$ cat config.mk
export PLATFORM = sky130hd
export DESIGN_NAME = multicycle_ctrl
export DESIGN_NICKNAME = d
export VERILOG_FILES = /design/src/rtl/multicycle_ctrl_pkg.sv /design/src/rtl/multicycle_ctrl_decode.sv /design/src/rtl/multicycle_ctrl.sv
export SDC_FILE = /design/constraint.sdc
export NUM_CORES = 1
export LEC_CHECK = 0
export BUFFER_PORTS_ARGS = -buffer_cell sky130_fd_sc_hd__buf_2
export CAP_MARGIN = 20
export CORE_ASPECT_RATIO = 1.25
export CORE_MARGIN = 8
export CORE_UTILIZATION = 30
export CTS_CLUSTER_DIAMETER = 120
export DETAILED_ROUTE_END_ITERATION = 16
export PLACE_DENSITY_LB_ADDON = 0.25
export SLEW_MARGIN = 30
export SYNTH_ARGS = -nofsm -noshare
export SYNTH_HDL_FRONTEND = slang
export SYNTH_SLANG_ARGS = --single-unit
$ cat constraint.sdc
create_clock -name clk -period 5.3 [get_ports clk]
set_clock_uncertainty 0.05 [all_clocks]
set_input_delay 1.06 -clock clk [delete_from_list [all_inputs] [get_ports clk]]
set_output_delay 1.06 -clock clk [all_outputs]
set_load 0.02 [all_outputs]
$ cat src/rtl/multicycle_ctrl_pkg.sv
// rtl/multicycle_ctrl_pkg.sv - shared encodings for the multi-cycle control FSM
package multicycle_ctrl_pkg;

    typedef enum logic [2:0] {
        ST_IDLE,
        ST_FETCH,
        ST_DECODE,
        ST_EXEC,
        ST_MEM,
        ST_WB,
        ST_HALT
    } state_t;

    typedef enum logic [3:0] {
        CLS_ILLEGAL,
        CLS_RALU,
        CLS_SHIFT,
        CLS_IMM,
        CLS_LW,
        CLS_SW,
        CLS_BEQ,
        CLS_BNE,
        CLS_J,
        CLS_SYSCALL
    } iclass_t;

    localparam logic [1:0] ALUX_REGS = 2'd0;
    localparam logic [1:0] ALUX_REGT = 2'd1;
    localparam logic [1:0] ALUX_PC   = 2'd2;

    localparam logic [2:0] ALUY_REGT  = 3'd0;
    localparam logic [2:0] ALUY_SHAMT = 3'd1;
    localparam logic [2:0] ALUY_SIMM  = 3'd2;
    localparam logic [2:0] ALUY_FOUR  = 3'd3;
    localparam logic [2:0] ALUY_REGS  = 3'd4;
    localparam logic [2:0] ALUY_ZIMM  = 3'd5;

    localparam logic [3:0] ALU_ADD = 4'd0;
    localparam logic [3:0] ALU_SUB = 4'd1;
    localparam logic [3:0] ALU_AND = 4'd2;
    localparam logic [3:0] ALU_OR  = 4'd3;
    localparam logic [3:0] ALU_XOR = 4'd4;
    localparam logic [3:0] ALU_NOR = 4'd5;
    localparam logic [3:0] ALU_SLT = 4'd6;
    localparam logic [3:0] ALU_SLL = 4'd7;
    localparam logic [3:0] ALU_SRL = 4'd8;
    localparam logic [3:0] ALU_SRA = 4'd9;

    localparam logic [1:0] PCSRC_ALU    = 2'd0;
    localparam logic [1:0] PCSRC_BRANCH = 2'd1;
    localparam logic [1:0] PCSRC_JUMP   = 2'd2;

    localparam logic [5:0] OP_RTYPE = 6'h00;
    localparam logic [5:0] OP_J     = 6'h02;
    localparam logic [5:0] OP_BEQ   = 6'h04;
    localparam logic [5:0] OP_BNE   = 6'h05;
    localparam logic [5:0] OP_ADDI  = 6'h08;
    localparam logic [5:0] OP_ADDIU = 6'h09;
    localparam logic [5:0] OP_SLTI  = 6'h0A;
    localparam logic [5:0] OP_ANDI  = 6'h0C;
    localparam logic [5:0] OP_ORI   = 6'h0D;
    localparam logic [5:0] OP_LW    = 6'h23;
    localparam logic [5:0] OP_SW    = 6'h2B;

    localparam logic [5:0] FN_SLL     = 6'h00;
    localparam logic [5:0] FN_SRL     = 6'h02;
    localparam logic [5:0] FN_SRA     = 6'h03;
    localparam logic [5:0] FN_SYSCALL = 6'h0C;
    localparam logic [5:0] FN_ADD     = 6'h20;
    localparam logic [5:0] FN_ADDU    = 6'h21;
    localparam logic [5:0] FN_SUB     = 6'h22;
    localparam logic [5:0] FN_SUBU    = 6'h23;
    localparam logic [5:0] FN_AND     = 6'h24;
    localparam logic [5:0] FN_OR      = 6'h25;
    localparam logic [5:0] FN_XOR     = 6'h26;
    localparam logic [5:0] FN_NOR     = 6'h27;
    localparam logic [5:0] FN_SLT     = 6'h2A;

endpackage

$ cat src/rtl/multicycle_ctrl_decode.sv
// rtl/multicycle_ctrl_decode.sv - combinational opcode/funct classifier and EXEC ALU settings
module multicycle_ctrl_decode
    import multicycle_ctrl_pkg::*;
(
    input  logic [5:0] opcode,
    input  logic [5:0] funct,
    output iclass_t    iclass,
    output logic [1:0] alux,
    output logic [2:0] aluy,
    output logic [3:0] aluop,
    output logic       regdst,
    output logic       illegal
);

    always_comb begin
        iclass = CLS_ILLEGAL;
        alux   = ALUX_REGS;
        aluy   = ALUY_REGT;
        aluop  = ALU_ADD;
        regdst = 1'b0;
        case (opcode)
            OP_RTYPE: begin
                regdst = 1'b1;
                case (funct)
                    FN_ADD, FN_ADDU: begin iclass = CLS_RALU; aluop = ALU_ADD; end
                    FN_SUB, FN_SUBU: begin iclass = CLS_RALU; aluop = ALU_SUB; end
                    FN_AND:          begin iclass = CLS_RALU; aluop = ALU_AND; end
                    FN_OR:           begin iclass = CLS_RALU; aluop = ALU_OR;  end
                    FN_XOR:          begin iclass = CLS_RALU; aluop = ALU_XOR; end
                    FN_NOR:          begin iclass = CLS_RALU; aluop = ALU_NOR; end
                    FN_SLT:          begin iclass = CLS_RALU; aluop = ALU_SLT; end
                    FN_SLL, FN_SRL, FN_SRA: begin
                        // Shifts take the operand from rt and the amount from shamt.
                        iclass = CLS_SHIFT;
                        alux   = ALUX_REGT;
                        aluy   = ALUY_SHAMT;
                        aluop  = (funct == FN_SLL) ? ALU_SLL :
                                 (funct == FN_SRL) ? ALU_SRL : ALU_SRA;
                    end
                    FN_SYSCALL:      iclass = CLS_SYSCALL;
                    default:         iclass = CLS_ILLEGAL;
                endcase
            end
            OP_ADDI, OP_ADDIU: begin iclass = CLS_IMM; aluy = ALUY_SIMM; aluop = ALU_ADD; end
            OP_SLTI:           begin iclass = CLS_IMM; aluy = ALUY_SIMM; aluop = ALU_SLT; end
            OP_ANDI:           begin iclass = CLS_IMM; aluy = ALUY_ZIMM; aluop = ALU_AND; end
            OP_ORI:            begin iclass = CLS_IMM; aluy = ALUY_ZIMM; aluop = ALU_OR;  end
            OP_LW:             begin iclass = CLS_LW;  aluy = ALUY_SIMM; end
            OP_SW:             begin iclass = CLS_SW;  aluy = ALUY_SIMM; end
            OP_BEQ:            begin iclass = CLS_BEQ; aluop = ALU_SUB; end
            OP_BNE:            begin iclass = CLS_BNE; aluop = ALU_SUB; end
            OP_J:              iclass = CLS_J;
            default:           iclass = CLS_ILLEGAL;
        endcase
    end

    assign illegal = (iclass == CLS_ILLEGAL);

endmodule

$ cat src/rtl/multicycle_ctrl.sv
// rtl/multicycle_ctrl.sv - multi-cycle MIPS-subset control FSM with memory timeout and retire counter
module multicycle_ctrl
    import multicycle_ctrl_pkg::*;
#(
    parameter int MEM_TIMEOUT = 16
) (
    input  logic        clk,
    input  logic        rstN,
    input  logic [31:0] instr,
    input  logic        memReady,
    input  logic        aluZero,
    output logic [1:0]  aluX,
    output logic [2:0]  aluY,
    output logic [3:0]  aluOp,
    output logic        pcWrite,
    output logic [1:0]  pcSrc,
    output logic        irWrite,
    output logic        memReq,
    output logic        memWrite,
    output logic        regWrite,
    output logic        regDst,
    output logic        memToReg,
    output logic [31:0] instrCount,
    output logic        halted,
    output logic        busErr,
    output logic        illegal
);

    localparam logic [7:0] WAIT_LAST = 8'(MEM_TIMEOUT - 1);

    state_t     state, nstate;
    logic [7:0] waitcnt;
    logic       buserr_q, illegal_q;
    logic       retire, set_buserr, set_illegal, wait_hit;

    iclass_t    dec_class;
    logic [1:0] dec_alux;
    logic [2:0] dec_aluy;
    logic [3:0] dec_aluop;
    logic       dec_regdst, dec_illegal;
    logic       unused_instr;

    assign unused_instr = ^instr[25:6];

    multicycle_ctrl_decode u_decode (
        .opcode  (instr[31:26]),
        .funct   (instr[5:0]),
        .iclass  (dec_class),
        .alux    (dec_alux),
        .aluy    (dec_aluy),
        .aluop   (dec_aluop),
        .regdst  (dec_regdst),
        .illegal (dec_illegal)
    );

    // The last allowed wait cycle still accepts memReady; only its absence trips the error.
    assign wait_hit = (waitcnt == WAIT_LAST);

    always_comb begin
        nstate      = state;
        retire      = 1'b0;
        set_buserr  = 1'b0;
        set_illegal = 1'b0;
        aluX        = ALUX_REGS;
        aluY        = ALUY_REGT;
        aluOp       = ALU_ADD;
        pcWrite     = 1'b0;
        pcSrc       = PCSRC_ALU;
        irWrite     = 1'b0;
        memReq      = 1'b0;
        memWrite    = 1'b0;
        regWrite    = 1'b0;
        regDst      = 1'b0;
        memToReg    = 1'b0;
        case (state)
            ST_IDLE: nstate = ST_FETCH;
            ST_FETCH: begin
                memReq = 1'b1;
                aluX   = ALUX_PC;
                aluY   = ALUY_FOUR;
                aluOp  = ALU_ADD;
                if (memReady) begin
                    irWrite = 1'b1;
                    pcWrite = 1'b1;
                    nstate  = ST_DECODE;
                end else if (wait_hit) begin
                    set_buserr = 1'b1;
                    nstate     = ST_HALT;
                end
            end
            ST_DECODE: begin
                if (dec_illegal) begin
                    set_illegal = 1'b1;
                    nstate      = ST_HALT;
                end else if (dec_class == CLS_SYSCALL) begin
                    retire = 1'b1;
                    nstate = ST_HALT;
                end else begin
                    nstate = ST_EXEC;
                end
            end
            ST_EXEC: begin
                aluX  = dec_alux;
                aluY  = dec_aluy;
                aluOp = dec_aluop;
                case (dec_class)
                    CLS_RALU, CLS_SHIFT, CLS_IMM: nstate = ST_WB;
                    CLS_LW, CLS_SW:               nstate = ST_MEM;
                    CLS_BEQ, CLS_BNE: begin
                        if (aluZero == (dec_class == CLS_BEQ)) begin
                            pcWrite = 1'b1;
                            pcSrc   = PCSRC_BRANCH;
                        end
                        retire = 1'b1;
                        nstate = ST_FETCH;
                    end
                    CLS_J: begin
                        pcWrite = 1'b1;
                        pcSrc   = PCSRC_JUMP;
                        retire  = 1'b1;
                        nstate  = ST_FETCH;
                    end
                    default: nstate = ST_HALT;
                endcase
            end
            ST_MEM: begin
                memReq   = 1'b1;
                memWrite = (dec_class == CLS_SW);
                if (memReady) begin
                    if (dec_class == CLS_SW) begin
                        retire = 1'b1;
                        nstate = ST_FETCH;
                    end else begin
                        nstate = ST_WB;
                    end
                end else if (wait_hit) begin
                    set_buserr = 1'b1;
                    nstate     = ST_HALT;
                end
            end
            ST_WB: begin
                regWrite = 1'b1;
                regDst   = dec_regdst;
                memToReg = (dec_class == CLS_LW);
                retire   = 1'b1;
                nstate   = ST_FETCH;
            end
            default: nstate = ST_HALT;
        endcase
    end

    always_ff @(posedge clk or negedge rstN) begin
        if (!rstN) begin
            state      <= ST_IDLE;
            waitcnt    <= 8'd0;
            instrCount <= 32'd0;
            buserr_q   <= 1'b0;
            illegal_q  <= 1'b0;
        end else begin
            state <= nstate;
            // Counts only while a memory phase keeps waiting; any state change restarts it.
            if ((state == ST_FETCH || state == ST_MEM) && nstate == state)
                waitcnt <= waitcnt + 8'd1;
            else
                waitcnt <= 8'd0;
            if (retire)
                instrCount <= instrCount + 32'd1;
            if (set_buserr)
                buserr_q <= 1'b1;
            if (set_illegal)
                illegal_q <= 1'b1;
        end
    end

    assign halted  = (state == ST_HALT);
    assign busErr  = buserr_q;
    assign illegal = illegal_q;

endmodule
Word-level counts from Yosys, hierarchy flattened
Cells that the tools add are included.
Storage, ports and cells
  bits in registers: 45
  output and inout bits: 53
Operators by class
  add/subtract/negate cells: 2
  equality and inequality tests: 40
  muxes and demuxes: 47
  reductions and logical operators: 19
Operator list (count)
  $eq 6x6->1 const B: 11
  $pmux 4 s7: 2
  $eq 6x4->1 const B: 6
  $add 32x1->32 const B: 1
  $mux 1: 23
  $pmux 4 s5: 1
  $eq 6x2->1 const B: 3
  $mux 3: 6
  $pmux 3 s3: 2
  $eq 4x3->1 const B: 4
  $pmux 3 s5: 1
  $reduce_or 2->1: 7
  $eq 6x3->1 const B: 2
  $logic_not 6->1: 2
  $pmux 4 s3: 1
  $reduce_or 5->1: 2
  $eq 3x3->1 const B: 3
  $reduce_or 3->1: 3
  $reduce_or 9->1: 1
  $add 8x1->8 const B: 1
  $eq 4x2->1 const B: 2
  $eq 4x4->1 const B: 2
  $eq 8x4->1 const B: 1
  $mux 4: 2
  other kinds (15): 19

Logic depth before layout (Yosys ltp)
Gate-level depths: netlist of the first run.
  depth after elaboration: 11
  depth in mapped cells: 7

By module
A second synthesis of the first run with hierarchy kept.
Unflattened totals
  cell total of the unflattened synthesis: 326
  area total of the unflattened synthesis: 3050.4 sq um
By module, submodules not included
  multicycle_ctrl: times used 1, cells an instance 259, area each 2665.1 sq um, sequential area each 1126.1 sq um
  multicycle_ctrl_decode: times used 1, cells an instance 67, area each 385.4 sq um, sequential area each 0.0 sq um

Least setup slack after synthesis of the first run
Ideal clock, no wire load.
  kind: input-to-output
  start: input instr[31]
  end: output aluY[0]
  arrival: 3.017 ns
  required time: 4.190 ns
  path slack: 1.173 ns
  stages: 6
  path through: buf_2 or3_4 nor4_4 and3_1 a21boi_0 or3_1
On the way
  word-level cells in the longest chain between the ends: 4
Ends and longest elaborated chain
  start, declared: RTL line multicycle_ctrl.sv:9  | input logic [31:0] instr,
  $eq 6x4->1 / $eq 6x6->1 (equally long branches): RTL line multicycle_ctrl_decode.sv:21  | case (opcode)
  $reduce_or 5->1 (no line) / $reduce_or 2->1 (equally long branches)
  $pmux 3 s3 (*): RTL line multicycle_ctrl_decode.sv:21
  $pmux 3 s2 (*): RTL line multicycle_ctrl.sv:75  | case (state)
  end, declared: RTL line multicycle_ctrl.sv:13  | output logic [2:0] aluY,
Every way passes the cells marked *; elsewhere a longest branch is shown, timed or not.

Final worst setup path of the first run
  start: input instr[29]
  end: output pcWrite
On the way
  word-level cells in the longest chain between the ends: 8
Ends and longest elaborated chain
  $eq 6x4->1: RTL line multicycle_ctrl_decode.sv:21
  $reduce_or 5->1 (no line)
  $pmux 4 s7 (*): RTL line multicycle_ctrl_decode.sv:21
  $eq 4x3->1: RTL line multicycle_ctrl.sv:106, multicycle_ctrl.sv:110
  $eq 1x1->1: RTL line multicycle_ctrl.sv:110  | if (aluZero == (dec_class == CLS_BEQ)) begin
  $mux 1: RTL line multicycle_ctrl.sv:110
  $pmux 1 s2 (*): RTL line multicycle_ctrl.sv:106  | case (dec_class)
  $pmux 1 s2 (*): RTL line multicycle_ctrl.sv:75
  end, declared: RTL line multicycle_ctrl.sv:15  | output logic pcWrite,
Marks and branches as above.

==> impl_metrics.py, run 1 <==
metrics = {
    "clocking": {
        "cts_sinks": 45,
        "cts_tree": "built",
        "clock_latency_ps": 280,
        "cts-htree-levels": 2,
        "cts_setup_buffers": 0,
        "clkTransAtPathRegs_ps": 60,
        "cts_resized": 0,
        "cts_inserted_buffers": 5,
        "cts_root_buf": "clkbuf_16",
        "ctsHoldBuffers": 0,
        "clockBufferDepth": 2,
    },
    "synthesis": {
        "ys_warn_count": 0,
        "yosys.area_share.simple": 0.351,
        "synth.area.top_cells": "dfrtp_1 (39%), xor2_1 (9.5%), nor4_2 (4.4%)",
        "ys_seq_area_frac": 0.393,
        "synth_xor_area_frac": 0.116,
        "synth-edff-count": 0,
        "yosysTopAreaCell": "dfrtp_1",
        "synth-seq-cells": 45,
        "muxShareOfSynthArea": 0.0109,
        "synthTopCellsByCount": "dfrtp_1 (45), xor2_1 (31), nor2_1 (30), nand2_1 (20), nor3_1 (18)",
        "async_flop_share": 1.00,
        "synth_cell_type_count": 53,
        "synthAdderAreaFrac": 0.0131,
        "syn_inst": 310,
        "syn_area_mm2": 0.00287,
        "synth_top_area_frac": 0.393,
        "synth_top_family_by_area": "simple AND/OR/NAND/NOR gates",
        "synth_compound_area_frac": 0.0830,
        "syn_avg_cell_area_um2": 9.24,
        "syn_nets": 349,
        "yosysMostFrequentCell": "dfrtp_1",
        "yosys_most_used_dff": "dfrtp_1",
    },
    "worst_setup_path": {
        "max_stage_delay_ps": 450,
        "start_kind": "input port",
        "cp_data_required_time_ps": 4190,
        "worstPathArrival_ps": 2960,
        "criticalPathCategory": "input port to output port",
        "endpoint_kind": "output port",
        "critPathSlowestCell": "nor4_4",
        "path_buf_inv": 2,
        "critPathMaxFanout": 11,
        "crit_family": "simple AND/OR/NAND/NOR gates",
        "crit_top_cell": "buf_2",
        "reg2reg_slack_ps": 2730,
        "cp_cell_sequence": "buf_2 -> or3_4 -> nor4_4 -> a211oi_1 -> mux2i_1 -> or3_1 -> buf_2",
    },
    "drt": {
        "avgRoutedWirePerCell_um": 15.1,
        "drt_iter0_markers": 93,
        "vias": 2510,
        "wirelength_mm": 7.50,
        "drt-pass1-iter-count": 4,
        "avgViaCountPerCell": 5.05,
        "ant_nets": 0,
        "route.detailed.drc": 0,
    },
    "sta": {
        "timing.slew.headroom": 0.484,
        "rsz0062_at_grt": "no",
        "timing.fmax_mhz": 246,
        "drv_slew": 0,
        "period_share": 0.768,
        "holdWs_ps": 408,
        "hold_violations": 0,
        "worst_pin_slew_ps": 768,
        "final-setup-viol-count": 0,
        "period_needed_ps": 4070,
        "fin_setup_tns_ps": 0,
    },
    "finish": {
        "diodes": 0,
        "ff_latch_area_mm2": 0.00113,
        "drive_gt1_frac": 0.275,
        "multi_input_area_mm2": 0.00165,
        "syn2layout_area_growth_pct": 20.3,
        "final_area_mm2": 0.00345,
        "fill_cells": 989,
        "final_nets": 409,
    },
    "die": {
        "ios": 89,
        "die_w_um": 103,
        "initial_core_util": 0.303,
        "die_h_um": 125,
        "dieArea_mm2": 0.0130,
        "rows": 40,
        "core_area_mm2": 0.00946,
    },
    "placed_design": {
        "placed_cell_area_mm2": 0.00331,
        "io_buffer_count": 68,
        "gp_congestion": 0.797,
        "dp_hpwl_mm": 5.55,
    },
    "grt": {
        "grt_pass1_vias": 2501,
        "grt_pass1_wl_mm": 12.3,
        "grt_antenna_before_repair": 0,
        "grtUsageTotal": 0.116,
        "grt.overflow.total": 0,
        "grt_max_degree": 46,
    },
    "power_and_ir_drop": {
        "powerDensity_mw_per_mm2": 323,
        "vdd_drop_max_v": 0.000141,
        "p_leak_nw": 1.68,
    },
    "outcome": {
        "status": "complete, no violations",
    },
    "run": {
        "max_cap_violations": 0,
    },
    "hold_path": {
        "hold_class": "flip-flop to flip-flop",
    },
}
## power breakdown
part           internal [mW]  total (mW)  switching [mW]
clock                  0.173       0.301           0.128
sequential             0.378       0.428          0.0500
combinational          0.127       0.386           0.258
total                  0.678        1.11           0.437
## state kept, by name, summed over array words and instances (netlist names)
signal,count
instrCount,32
waitcnt,8
busErr,1
state,3
illegal,1
## metal layers
metal,global-route usage,part of all wire,up-vias
met4,0.0316,0.0073,0
met2,0.185,0.46,85
met5,0,0,-
met1,0.149,0.44,1186
li1,-,-,1234
met3,0.0300,0.086,5
## worst register-to-register path: stages (launching register included)
cell	delay, ps
dfrtp_1	530
nand3b_1	350
nor2_1	130
a222oi_1	410
buf_4	440
nand2b_1	210
mux2_2	340
## logic make-up after synthesis
kind of cell / count (synthesis)
and+or+nand+nor: 162
DFF: 45
buffers and inverters: 23
adders and majority gates: 3
AOI/OAI and AO/OA: 36
xor gates and xnor gates: 38
muxes: 3
## final timing paths
check / from / to / cells past startpoint
hold reg to reg: instrCount[31] / instrCount[31] / 1
hold / removal: instrCount[31] / instrCount[31] / 1
setup reg to reg: state[1] / instrCount[1] / 6
min in group asynchronous: rstN / instrCount[7] / 1
max in group asynchronous: rstN / state[2] / 1
setup / recovery: instr[29] / pcWrite / 7
## layout make-up
class                           instances  share of cell area
Clock buffer                            5              0.0363
Clock inverter                          3             0.00508
Inverter                                7             0.00762
Multi-Input combinational cell        242               0.477
Sequential cell                        45               0.327
Tap cell                              126              0.0457
Timing Repair Buffer                   69               0.102
## cell usage in the layout (no fill, tap or decap), drive strengths merged, types with 6 or more instances in the layout
| cell | instances |
|---|---|
| nand2b | 8 |
| nand3 | 13 |
| inv | 7 |
| o21ai | 6 |
| dfrtp | 45 |
| nor2 | 30 |
| nor4 | 18 |
| nor3 | 18 |
| a21oi | 9 |
| nand2 | 20 |
| buf | 69 |
| xor2 | 31 |
| xnor2 | 7 |
| and3 | 8 |
| and2 | 6 |
| nand4 | 7 |
## metrics by stage
step / setup slack [ps] / instances / util / power (mW)
floorplan: 1170 / 310 / - / 0.695
global placement: 1230 / 489 / 0.349 / 0.813
detailed placement: 1220 / 489 / 0.349 / 0.821
CTS: 1230 / 497 / 0.365 / 1.13
global route: 1100 / 497 / 0.365 / 1.19
finish: 1230 / 497 / 0.365 / 1.12
Power figures use the tool's default switching activity.
==> run 2: changes to the inputs <==
ABC_AREA = 1   (was not set)
clock period = 4.2 ns   (was 5.3 ns; I/O delays follow)
==> impl_metrics.py, run 2 <==
metrics = {
    "die": {
        "rows": 40,
        "die_h_um": 126,
        "core_area_mm2": 0.00951,
        "dieArea_mm2": 0.0131,
        "initial_core_util": 0.304,
        "die_w_um": 104,
        "ios": 89,
    },
    "grt": {
        "grt.overflow.total": 0,
        "grt_antenna_before_repair": 0,
        "grt_pass1_wl_mm": 12.6,
        "grt_pass1_vias": 2654,
        "grt_max_degree": 46,
        "grtUsageTotal": 0.114,
    },
    "clocking": {
        "clockBufferDepth": 2,
        "cts_setup_buffers": 0,
        "cts_inserted_buffers": 5,
        "clock_latency_ps": 280,
        "cts_root_buf": "clkbuf_16",
        "cts_sinks": 45,
        "cts-htree-levels": 2,
        "ctsHoldBuffers": 0,
        "cts_resized": 0,
        "clkTransAtPathRegs_ps": 60,
        "cts_tree": "built",
    },
    "finish": {
        "post-route-util": 0.372,
        "syn2layout_area_growth_pct": 22.1,
        "regMostFlops": "instrCount",
        "drive_gt1_frac": 0.235,
        "mostFrequentLayoutCells": "nand2_1 (69), nor2_1 (69), buf_2 (67), inv_1 (52), dfrtp_1 (45)",
        "final_nets": 493,
        "diodes": 0,
        "final_cells": 581,
        "largest_register_ffs": 32,
        "largestRegisters": "instrCount x32, waitcnt x8, state x3",
    },
    "synthesis": {
        "syn_nets": 420,
        "synthTopCellsByCount": "nand2_1 (69), nor2_1 (69), inv_1 (52), dfrtp_1 (45), nand3_1 (29)",
        "synth_top_area_frac": 0.389,
        "synth-edff-count": 0,
        "ys_warn_count": 0,
        "ys_seq_area_frac": 0.389,
        "syn_avg_cell_area_um2": 7.60,
        "yosys_most_used_dff": "dfrtp_1",
        "syn_inst": 381,
        "synth.area.top_cells": "dfrtp_1 (39%), nand2_1 (8.9%), nor2_1 (8.9%)",
        "synth-seq-cells": 45,
        "async_flop_share": 1.00,
        "syn_area_mm2": 0.00289,
        "synth_cell_type_count": 38,
        "yosysTopAreaCell": "dfrtp_1",
    },
    "hold_path": {
        "min_path_cells": 1,
        "whs_endpoint": "waitcnt[0]",
        "hold_class": "flip-flop to flip-flop",
        "worstHoldStart": "waitcnt[0]",
    },
    "worst_setup_path": {
        "critPathMaxFanout": 9,
        "worstPathArrival_ps": 2150,
        "cp_data_required_time_ps": 3310,
        "start_kind": "flip-flop",
        "reg2reg_from": "state[0]",
        "endpoint_kind": "output port",
        "criticalPathCategory": "flip-flop to output port",
        "regToRegEndpoint": "instrCount[31]",
        "reg2reg_slack_ps": 1830,
        "crit_start": "state[2]",
        "reg2regPathDepth": 12,
    },
    "drt": {
        "route.detailed.drc": 0,
        "avgViaCountPerCell": 4.64,
        "drt_iter0_markers": 114,
        "wirelength_mm": 7.35,
        "drt-pass1-iter-count": 4,
        "vias": 2697,
        "ant_nets": 0,
        "avgRoutedWirePerCell_um": 12.6,
    },
    "sta": {
        "period_needed_ps": 3040,
        "period_share": 0.723,
        "fin_setup_tns_ps": 0,
        "hold_violations": 0,
        "timing.slew.headroom": 0.619,
        "fin_ws_ps": 1160,
        "drv_slew": 0,
        "holdWs_ps": 420,
        "timing.fmax_mhz": 329,
        "final-setup-viol-count": 0,
        "rsz0062_at_grt": "no",
        "worst_pin_slew_ps": 572,
    },
    "power_and_ir_drop": {
        "powerDensity_mw_per_mm2": 251,
        "p_leak_nw": 1.89,
        "vdd_drop_max_v": 0.000192,
    },
    "placed_design": {
        "dp_hpwl_mm": 5.83,
        "placed_cells": 573,
        "place_worst_setup_slack_ps": 1170,
        "gp_congestion": 0.870,
        "io_buffer_count": 68,
    },
    "outcome": {
        "status": "complete, no violations",
    },
    "run": {
        "max_cap_violations": 0,
    },
}
run 2: cell types whose count changed after synthesis, moves of 8 or more:
cell,change
nand2_1,+49
nand2b_1,-8
nor2_2,+10
clkbuf_1,-12
nor4_2,-10
nor2_1,+39
inv_1,+45
nor3_1,-14
nand3_1,+16
xor2_1,-9
and3_1,-8
run 2: how the worst max path moves through the flow:
stage	end	slack [ps]	cells after the start
after global routing	pcWrite	980	7
after global placement	instrCount[31]	1180	13
after detailed placement	aluOp[0]	1170	10
final	pcWrite	1160	7
after CTS	pcWrite	1160	7
after floorplan	pcWrite	1030	5
run 2: report_power, final:
part	internal (mW)	switching, mW	leakage [nW]	total (mW)
clock network	0.252	0.157	0.0799	0.409
registers	0.433	0	0.592	0.433
logic	0.0128	0.0318	1.22	0.0446
total	0.698	0.189	1.89	0.887
run 2: per-layer routing:
| metal | wire length (um) | GRT usage | vias to the layer above |
|---|---|---|---|
| met3 | 461 | 0.0367 | 6 |
| met2 | 3390 | 0.188 | 77 |
| li1 | - | - | 1357 |
| met1 | 3400 | 0.138 | 1257 |
| met5 | 0 | 0 | - |
| met4 | 98 | 0.0359 | 0 |
run 2: cell type report:
class,count,area (um2)
Clock buffer,7,153
Inverter,56,213
Clock inverter,1,5.00
Fill cell,1041,5980
Sequential cell,45,1130
Tap cell,126,158
Multi-Input combinational cell,278,1540
Timing Repair Buffer,68,343
run 2: cell families (layout without fill, tap and decap cells):
| family | Yosys count | in the layout | synth area share |
|---|---|---|---|
| xor+xnor | 36 | 36 | 0.109 |
| buf+inv | 58 | 132 | 0.0800 |
| fa+ha+maj | 3 | 3 | 0.0130 |
| simple gates | 216 | 216 | 0.359 |
| compound gates | 23 | 23 | 0.0501 |
| flops | 45 | 45 | 0.389 |
run 2: stage by stage:
stage	cell area, um2	total power [mW]
after floorplan	2890	0.462
after global placement	3370	0.486
after detailed placement	3380	0.487
after CTS	3530	0.902
after global routing	3530	0.922
final	3530	0.887
run 2: worst max-delay path, cell delays in order, from the launching register on:
cell      delay [ps]
dfrtp_1          450
inv_1            120
nand2_1          120
nor2_2           200
clkinv_1         300
nor4_1           380
or3_1            150
buf_2            160
